==> src/rtl/udp_arb_pkg.sv <==
// Shared types and helpers for the UDP TX arbiter and other shared-resource
// blocks that hand out a path in round-robin order.
//   arb_state_t : arbiter FSM states
//   rr_next     : advance a round-robin pointer, wrapping at n-1 back to 0
package udp_arb_pkg;

   typedef enum logic [1:0] {
      IDLE      = 2'd0,
      GRANT_HDR = 2'd1,
      GRANT_PLD = 2'd2
   } arb_state_t;

   function automatic int rr_next(input int ptr, input int n);
      return (ptr >= n - 1) ? 0 : ptr + 1;
   endfunction

endpackage

==> src/rtl/rr_arbiter.sv <==
// Combinational round-robin priority search.
// Finds the first asserted request at or after ptr, wrapping modulo N.
//   request     : one bit per requester
//   ptr         : index that gets the highest priority this cycle
//   grant_valid : at least one request is asserted
//   grant_index : winning requester (0 when grant_valid is low)
module rr_arbiter #(
   parameter int N = 4,
   parameter int W = $clog2(N)
) (
   input  logic [N-1:0] request,
   input  logic [W-1:0] ptr,
   output logic         grant_valid,
   output logic [W-1:0] grant_index
);

   int cand;

   // Walk the offsets from farthest to nearest so the nearest hit to ptr
   // is the last one written and therefore wins.
   always_comb begin
      grant_valid = 1'b0;
      grant_index = '0;
      cand        = 0;
      for (int k = N - 1; k >= 0; k--) begin
         cand = int'(ptr) + k;
         if (cand >= N) begin
            cand = cand - N;
         end
         if (request[cand[W-1:0]]) begin
            grant_valid = 1'b1;
            grant_index = cand[W-1:0];
         end
      end
   end

endmodule

==> src/rtl/udp_tx_arbiter.sv <==
// Shares one UDP TX path (header + 8-bit payload stream) between NUM_INPUTS
// producers. Round-robin at packet granularity: a grant is held from header
// acceptance until the payload beat carrying tlast.
//   clk, reset          : clock, asynchronous active-high reset
//   in_hdr_*            : per-requester header channel (valid/ready + fields)
//   in_t*               : per-requester payload stream
//   out_hdr_*           : header channel to the UDP TX stack
//   out_t*              : payload stream to the UDP TX stack
//   busy                : a packet is in progress
//   grant_idx           : current or most recent grantee
//
// state     | meaning
// ----------+-----------------------------------------------------------
// IDLE      | no grant; arbitrate among header requests from rr_ptr
// GRANT_HDR | grantee's header routed to output until accepted
// GRANT_PLD | grantee's payload routed to output until tlast handshake
module udp_tx_arbiter
   import udp_arb_pkg::*;
#(
   parameter  int NUM_INPUTS = 4,
   localparam int IDX_WIDTH  = $clog2(NUM_INPUTS)
) (
   input  logic                  clk,
   input  logic                  reset,

   input  logic [NUM_INPUTS-1:0] in_hdr_valid,
   output logic [NUM_INPUTS-1:0] in_hdr_ready,
   input  logic [5:0]            in_ip_dscp      [NUM_INPUTS],
   input  logic [1:0]            in_ip_ecn       [NUM_INPUTS],
   input  logic [7:0]            in_ip_ttl       [NUM_INPUTS],
   input  logic [31:0]           in_ip_source_ip [NUM_INPUTS],
   input  logic [31:0]           in_ip_dest_ip   [NUM_INPUTS],
   input  logic [15:0]           in_source_port  [NUM_INPUTS],
   input  logic [15:0]           in_dest_port    [NUM_INPUTS],
   input  logic [15:0]           in_length       [NUM_INPUTS],
   input  logic [15:0]           in_checksum     [NUM_INPUTS],

   input  logic [7:0]            in_tdata        [NUM_INPUTS],
   input  logic [NUM_INPUTS-1:0] in_tvalid,
   output logic [NUM_INPUTS-1:0] in_tready,
   input  logic [NUM_INPUTS-1:0] in_tlast,
   input  logic [NUM_INPUTS-1:0] in_tuser,

   output logic                  out_hdr_valid,
   input  logic                  out_hdr_ready,
   output logic [5:0]            out_ip_dscp,
   output logic [1:0]            out_ip_ecn,
   output logic [7:0]            out_ip_ttl,
   output logic [31:0]           out_ip_source_ip,
   output logic [31:0]           out_ip_dest_ip,
   output logic [15:0]           out_source_port,
   output logic [15:0]           out_dest_port,
   output logic [15:0]           out_length,
   output logic [15:0]           out_checksum,

   output logic [7:0]            out_tdata,
   output logic                  out_tvalid,
   input  logic                  out_tready,
   output logic                  out_tlast,
   output logic                  out_tuser,

   output logic                  busy,
   output logic [IDX_WIDTH-1:0]  grant_idx
);

   arb_state_t           state;
   logic [IDX_WIDTH-1:0] rr_ptr;
   logic                 arb_valid;
   logic [IDX_WIDTH-1:0] arb_index;

   // Only header valid counts as a request; payload valid alone never wins.
   rr_arbiter #(
      .N (NUM_INPUTS),
      .W (IDX_WIDTH)
   ) u_rr (
      .request     (in_hdr_valid),
      .ptr         (rr_ptr),
      .grant_valid (arb_valid),
      .grant_index (arb_index)
   );

   // Data fields follow grant_idx unconditionally; only valid/ready are
   // gated by state, so an async reset drops every handshake at once.
   always_comb begin
      out_ip_dscp      = in_ip_dscp[grant_idx];
      out_ip_ecn       = in_ip_ecn[grant_idx];
      out_ip_ttl       = in_ip_ttl[grant_idx];
      out_ip_source_ip = in_ip_source_ip[grant_idx];
      out_ip_dest_ip   = in_ip_dest_ip[grant_idx];
      out_source_port  = in_source_port[grant_idx];
      out_dest_port    = in_dest_port[grant_idx];
      out_length       = in_length[grant_idx];
      out_checksum     = in_checksum[grant_idx];
      out_tdata        = in_tdata[grant_idx];
      out_tlast        = in_tlast[grant_idx];
      out_tuser        = in_tuser[grant_idx];
      out_hdr_valid    = 1'b0;
      out_tvalid       = 1'b0;
      in_hdr_ready     = '0;
      in_tready        = '0;
      case (state)
         GRANT_HDR: begin
            out_hdr_valid           = in_hdr_valid[grant_idx];
            in_hdr_ready[grant_idx] = out_hdr_ready;
         end
         GRANT_PLD: begin
            out_tvalid           = in_tvalid[grant_idx];
            in_tready[grant_idx] = out_tready;
         end
         default: begin
         end
      endcase
   end

   always_ff @(posedge clk or posedge reset) begin
      if (reset) begin
         state     <= IDLE;
         rr_ptr    <= '0;
         grant_idx <= '0;
         busy      <= 1'b0;
      end else begin
         case (state)
            IDLE: begin
               if (arb_valid) begin
                  grant_idx <= arb_index;
                  busy      <= 1'b1;
                  state     <= GRANT_HDR;
               end
            end
            GRANT_HDR: begin
               if (out_hdr_valid && out_hdr_ready) begin
                  state <= GRANT_PLD;
               end
            end
            GRANT_PLD: begin
               if (out_tvalid && out_tready && out_tlast) begin
                  // Pointer moves past the grantee before the next IDLE
                  // arbitration, giving one idle cycle between packets.
                  rr_ptr <= IDX_WIDTH'(rr_next(int'(grant_idx), NUM_INPUTS));
                  busy   <= 1'b0;
                  state  <= IDLE;
               end
            end
            default: begin
               busy  <= 1'b0;
               state <= IDLE;
            end
         endcase
      end
   end

endmodule

==> config.mk <==
export PLATFORM = sky130hd
export DESIGN_NAME = udp_tx_arbiter
export DESIGN_NICKNAME = d
export VERILOG_FILES = /design/src/rtl/udp_arb_pkg.sv /design/src/rtl/rr_arbiter.sv /design/src/rtl/udp_tx_arbiter.sv
export SDC_FILE = /design/constraint.sdc
export NUM_CORES = 1
export LEC_CHECK = 0
export CAP_MARGIN = 20
export CORE_AREA = 2 2 311 313
export DETAILED_ROUTE_END_ITERATION = 6
export DIE_AREA = 0 0 313 315
export SLEW_MARGIN = 30
export SYNTH_ARGS = -nofsm -noshare
export SYNTH_HDL_FRONTEND = slang
export SYNTH_HIERARCHICAL = 1
export SYNTH_SLANG_ARGS = --single-unit
==> constraint.sdc <==
create_clock -name clk -period 4.7 [get_ports clk]
set_clock_uncertainty 0.05 [all_clocks]
set_input_delay 1.175 -clock clk [delete_from_list [all_inputs] [get_ports clk]]
set_output_delay 1.175 -clock clk [all_outputs]
set_load 0.01 [all_outputs]
==> reports/results.txt, run 1 <==
Status: completed
TritonCTS buffer count: 3
Count of cell types in the netlist: 26
Most frequent cells in the layout: 792 x clkdlybuf4s50_1, 156 x mux4_2, 23 x buf_4
Max-Cap Viols: 0
Fillers: 10800
CTS tree: built
First-pass GRT wire length: 81330 um
Vias: 6822
Cells after Synth: 246
Register area: 182.7 um2
Sequential share of power: 0.039
Sum Neg Setup Slack: 0 ns
Largest net degree at the start of global routing: 50
CP Data Arrival Time: 3.06 ns
Grt ovf: 0
Register-to-register setup slack: 2.26 ns
Yosys reg bits: 7
Fin crit share: 0.9121
Yosys warns: 6
Remaining DRCs: 0
HPWL Detailed: 64520 um
Share of post-route cells with drive strength above 1: 0.1878
Final wirelength: 68550 um
Total power: 6.028 mW
Via density: 2.929
Final setup violation count: 0
Hold depth: 2
CP endpoint kind: output port
RSZ-0062 raised after global routing: false
Final Hold Fails: 0
Row cnt: 114
Iteration-0 DRC Markers: 303
CTS-repair resized insts: 0
Register area share after synthesis: 0.04164
CTS Sinks: 7
I/O pins: 795
CTS Hold Bufs: 0
Slew @ Worst Pin: 0.7171 ns
Core area: 95710 um2
Die width: 313 um
Worst Path Required: 3.47 ns
Worst r2r src: grant_idx[1]
Post-CTS Setup Bufs: 0
Switching pwr: 2.892 mW
Fmax: 233.3 MHz
# H-tree levels: 1
Root buf cell: clkbuf_16
Syn-to-layout area delta: 231.1%
Multi-input logic area: 3842 um2
Reg2reg path depth: 4
Worst min-delay path category: flop to flop
Maximum vdd drop: 240.3 uV
Hold Path End: busy
First-pass detailed-route iteration total: 4
Slew headroom: 0.5219
Crit path top cell by count: clkdlybuf4s50_1
Post-layout min period: 4.287 ns
Hold path start: busy
Switching Share: 0.4797
Vias in the first global route: 7114
Latest clock arrival within the worst-skew pair: 0.23 ns
Port-buffer cells: 794
Static Leakage: 4.475 nW
Worst setup startpoint: in_hdr_valid[3]
Clock buffer depth: 2
Max-slew violation count: 0
Syn avg cell area: 17.10 um2
Commonest non-fill, non-tap cell in the layout: clkdlybuf4s50_1
Routed WL per cell: 29.43 um
Total GRT Usage: 0.1304
Die Area: 98600 um2
Initial antenna violation count: 48
Clock share of power: 0.024
Combinational Power Share: 0.937
FF-to-FF End: rr_ptr[0]
Post-route ant nets: 0
Routability cong.: 0.8610
Int Power: 3.136 mW
Die height: 315 um
Critical-path top delay cell: mux4_2
Crit-path max cell delay: 0.56 ns
Mapped Area: 4207 um2
Clk slew on worst S/H paths: 0.04 ns
Worst setup path class: primary input to output port
Worst-path cell chain: clkdlybuf4s50_1, mux4_2, and2_1, clkdlybuf4s50_1
Max FO, Critical Path: 5
Initial Util: 0.04395
Pwr/cell area: 432.9 nW/um2
Synth Net Count: 878
Critical Path Source Type: primary input
Nets: 1666
## how the worst max path moves through the flow
stage	endpoint	slack, ns	cells past startpoint
finish	out_hdr_valid	0.41	4
global route	out_hdr_valid	0.38	4
CTS	out_hdr_valid	0.39	4
detailed placement	out_source_port[7]	0.42	3
global placement	out_tvalid	0.40	4
floorplan	out_hdr_valid	1.64	2
## critical path: cells and delay by family
kind	cells	cell delay, ns
buf+inv	2	1.06
mux	1	0.56
simple gates	1	0.26
## registers in the layout (all words and copies together) (netlist names)
signal and flops:
grant_idx 2, rr_ptr 2, state 2, busy 1
## layout make-up
| class | instances | share of cell area |
|---|---|---|
| multi-input cells | 200 | 0.2759 |
| inverters | 4 | 0.001078 |
| flip-flops and latches | 7 | 0.01312 |
| repair buffers | 818 | 0.5860 |
| clock buffers | 4 | 0.005660 |
| diodes | 20 | 0.003594 |
| well taps | 1276 | 0.1146 |
## kinds of logic (layout without fill, tap and decap cells)
logic type      count (synthesis)  after routing  synth area share
compound gates                  6              6           0.01309
simple gates                   29             29           0.03837
mux                           161            161            0.8501
fa+ha+maj                       4              4           0.01190
other cells                     0             20                 0
buf+inv                        39            826           0.04491
flops                           7              7           0.04164
## layer usage
metal  share of wire  vias to the layer above  global-route usage
li1                -                     2801                   -
met3           0.091                       74             0.04151
met1            0.37                     3362              0.1471
met2            0.52                      565              0.2413
met4           0.022                       20             0.02207
met5          0.0016                        -                   0
## per-stage QoR
step                std cells  hold slack, ns  setup slack [ns]  utilization  area (um2)
floorplan                 246          0.4722             1.636            -        4207
global placement         2305          0.4669            0.3996       0.1442       13800
detailed placement       2305          0.4765            0.4152       0.1442       13800
CTS                      2309          0.4861            0.3936       0.1450       13880
global route             2312          0.5274            0.3802       0.1451       13880
finish                   2329          0.4863            0.4130       0.1455       13930
## synth_stat cells, drive strengths merged
library cell  number  area (um2)
a211oi             2       20.02
a21oi              1       5.000
a22o               1       8.760
and2               2       12.51
and3               8       50.05
and4               1       11.26
buf               21       121.4
clkbuf            14       52.55
dfrtp              7       175.2
ha                 4       50.05
inv                4       15.01
mux2               4       52.55
mux2i              1       10.01
mux4             156        3513
nand2              4       15.01
nand2b             4       25.02
nand3              1       5.000
nor2               6       22.52
nor2b              2       12.51
nor3b              1       7.510
o21ai              1       5.000
o311ai             1       16.27
## power by group through the flow
stage	registers, mW	clock network, mW	logic [mW]
2_1_floorplan	0.118	0	2.36
3_3_place_gp	0.245	0	5.91
3_5_place_dp	0.245	0	5.90
4_1_cts	0.245	0.144	5.93
5_1_grt	0.252	0.149	5.96
6_report	0.234	0.144	5.65
No activity file was read; power rests on OpenSTA's default activity.
==> run 2: changes to the inputs <==
- CAP_MARGIN: 20 -> unset
==> results of run 2 <==
No change in the layout: final DEF, timing and power equal those of run 1.
==> run 3: changes to the inputs <==
- CORE_AREA: 2 2 311 313 -> 2 2 309 311
- CTS_CLUSTER_DIAMETER: unset -> 120
- DIE_AREA: 0 0 313 315 -> 0 0 311 313
- GPL_ROUTABILITY_DRIVEN: unset -> 0
- clock period: 4.7 -> 4.9 ns (I/O delays scaled with it)
==> reports/results.txt, run 3 (synthesized netlist as in run 1, its figures left out) <==
Grt ovf: 0 (unchanged)
Remaining DRCs: 0 (unchanged)
Commonest non-fill, non-tap cell in the layout: clkdlybuf4s50_1
Clock share of power: 0.025 (about the same)
Sum Neg Setup Slack: 0 ns (unchanged)
Worst-path cell chain: clkdlybuf4s50_1, mux4_2, and2_1, clkdlybuf4s50_1
Clock buffer depth: 2 (unchanged)
Share of post-route cells with drive strength above 1: 0.1789 (-0.008917)
Crit path to: out_hdr_valid
Clk slew on worst S/H paths: 0.04 ns (about the same)
CTS Hold Bufs: 0 (unchanged)
Port-buffer cells: 794 (unchanged)
Crit path top cell by count: clkdlybuf4s50_1
Latest clock arrival within the worst-skew pair: 0.23 ns (about the same)
Sequential share of power: 0.050 (+0.011)
Total GRT Usage: 0.1279 (-0.002493)
First-pass GRT wire length: 80920 um (-0.50%)
WL met2: 32760 um (-7.3%)
Max-Cap Viols: 0 (unchanged)
Die width: 311 um (-0.64%)
Crit-path max cell delay: 0.56 ns (about the same)
Vias: 6906 (+1.2%)
CP endpoint kind: output port
Int Power: 2.979 mW (-5.0%)
M1 wire length: 24300 um (-4.2%)
Initial Util: 0.04467 (+0.0007218)
Most frequent cells in the layout: 793 x clkdlybuf4s50_1, 156 x mux4_2, 11 x buf_4
Static Leakage: 4.428 nW (-1.1%)
CTS-repair resized insts: 0 (unchanged)
RSZ-0062 raised after global routing: false
Syn-to-layout area delta: 228.9%
Fmax: 233.1 MHz
Maximum vdd drop: 199.0 uV (-17%)
Final Non-Filler Cells: 2301 (-1.2%)
Slew @ Worst Pin: 0.8691 ns (+0.1520 ns)
Iteration-0 DRC Markers: 382 (+26%)
Reg2reg path depth: 3 (-1)
Top routing layer used: met5
CTS tree: built
Switching pwr: 2.567 mW (-11%)
FF-to-FF End: rr_ptr[0]
Vias in the first global route: 7233 (+1.7%)
First-pass detailed-route iteration total: 4 (unchanged)
Largest regs: grant_idx x2, rr_ptr x2, state x2
Final Hold Fails: 0 (unchanged)
Fin crit share: 0.8756
Worst setup path class: primary input to output port
Dpl cell area: 13720 um2 (-0.53%)
Largest net degree at the start of global routing: 57 (+14%)
I/O pins: 795 (unchanged)
Initial antenna violation count: 49 (+2.1%)
Max FO, Critical Path: 5 (unchanged)
Worst Path Required: 3.62 ns (+0.15 ns)
Die height: 313 um (-0.63%)
Met3 WL: 6410 um (+3.0%)
Max-slew violation count: 0 (unchanged)
Worst setup startpoint: in_hdr_valid[3]
CP Data Arrival Time: 3.02 ns (-0.04 ns)
Post-route ant nets: 0 (unchanged)
Worst r2r src: grant_idx[0]
TritonCTS buffer count: 3 (unchanged)
Switching Share: 0.4629 (-0.01684)
Fin area: 13830 um2 (-0.66%)
Routed WL per cell: 28.56 um (-3.0%)
Slew headroom: 0.4206 (-0.1013)
Root buf cell: clkbuf_16
Nets: 1656 (-0.60%)
Post-layout min period: 4.290 ns
CTS Sinks: 7 (unchanged)
Post-CTS Setup Bufs: 0 (unchanged)
Placed Instances: 2284 (-0.91%)
Row cnt: 113 (-0.88%)
Critical Path Source Type: primary input
# H-tree levels: 1 (unchanged)
Core area: 94160 um2 (-1.6%)
Pwr/cell area: 400.8 nW/um2 (-7.4%)
Worst min-delay path category: flop to flop
Register-to-register setup slack: 2.68 ns (+0.42 ns)
Final wirelength: 65710 um (-4.1%)
Final setup violation count: 0 (unchanged)
Critical-path top delay cell: mux4_2
Via density: 3.001 (+2.5%)
Status: completed
Die Area: 97340 um2 (-1.3%)
HPWL Detailed: 61500 um (-4.7%)
Combinational Power Share: 0.925 (-0.012)
==> run 3: worst max-delay path: cells and delay by family <==
family	cells	cell delay, ns
simple gates	1	0.20
buf+inv	2	1.03
mux	1	0.56
==> run 3: area by class of cell <==
| type | instances | area [um2] |
|---|---|---|
| Antenna cell | 13 | 32.53 |
| Clock buffer | 4 | 78.83 |
| Fill cell | 10670 | 80330 |
| Inverter | 4 | 15.01 |
| Multi-Input combinational cell | 200 | 3842 |
| Sequential cell | 7 | 182.7 |
| Tap cell | 1265 | 1583 |
| Timing Repair Buffer | 808 | 8100 |
==> run 3: power by group through the flow <==
stage          clock network [mW]  registers, mW  logic (mW)
2_1_floorplan                   0          0.113        2.26
3_3_place_gp                    0          0.283        5.30
3_5_place_dp                    0          0.281        5.27
4_1_cts                     0.142          0.282        5.31
5_1_grt                     0.145          0.294        5.39
6_report                    0.139          0.278        5.13
==> run 3: per-layer routing <==
| metal | GRT usage | vias up |
|---|---|---|
| met4 | 0.03195 | 44 |
| li1 | - | 2768 |
| met3 | 0.04764 | 123 |
| met5 | 0 | - |
| met2 | 0.2264 | 550 |
| met1 | 0.1447 | 3421 |
==> run 3: through the flow <==
| stage | utilization | hold slack, ns | power, mW | setup slack, ns |
|---|---|---|---|---|
| after floorplan | - | 0.4722 | 2.377 | 1.736 |
| after global placement | 0.1457 | 0.4777 | 5.578 | 0.5768 |
| after detailed placement | 0.1457 | 0.4917 | 5.555 | 0.6167 |
| after CTS | 0.1466 | 0.4994 | 5.735 | 0.6060 |
| after global routing | 0.1468 | 0.5206 | 5.834 | 0.5622 |
| final | 0.1469 | 0.4990 | 5.545 | 0.6095 |
==> run 3: worst min path at each step <==
stage                     startpoint   end  slack [ns]  cells past startpoint
after floorplan             state[0]  busy        0.47                      1
after detailed placement        busy  busy        0.49                      2
final                           busy  busy        0.50                      2
after global routing            busy  busy        0.52                      2
after CTS                       busy  busy        0.50                      2
after global placement          busy  busy        0.48                      2
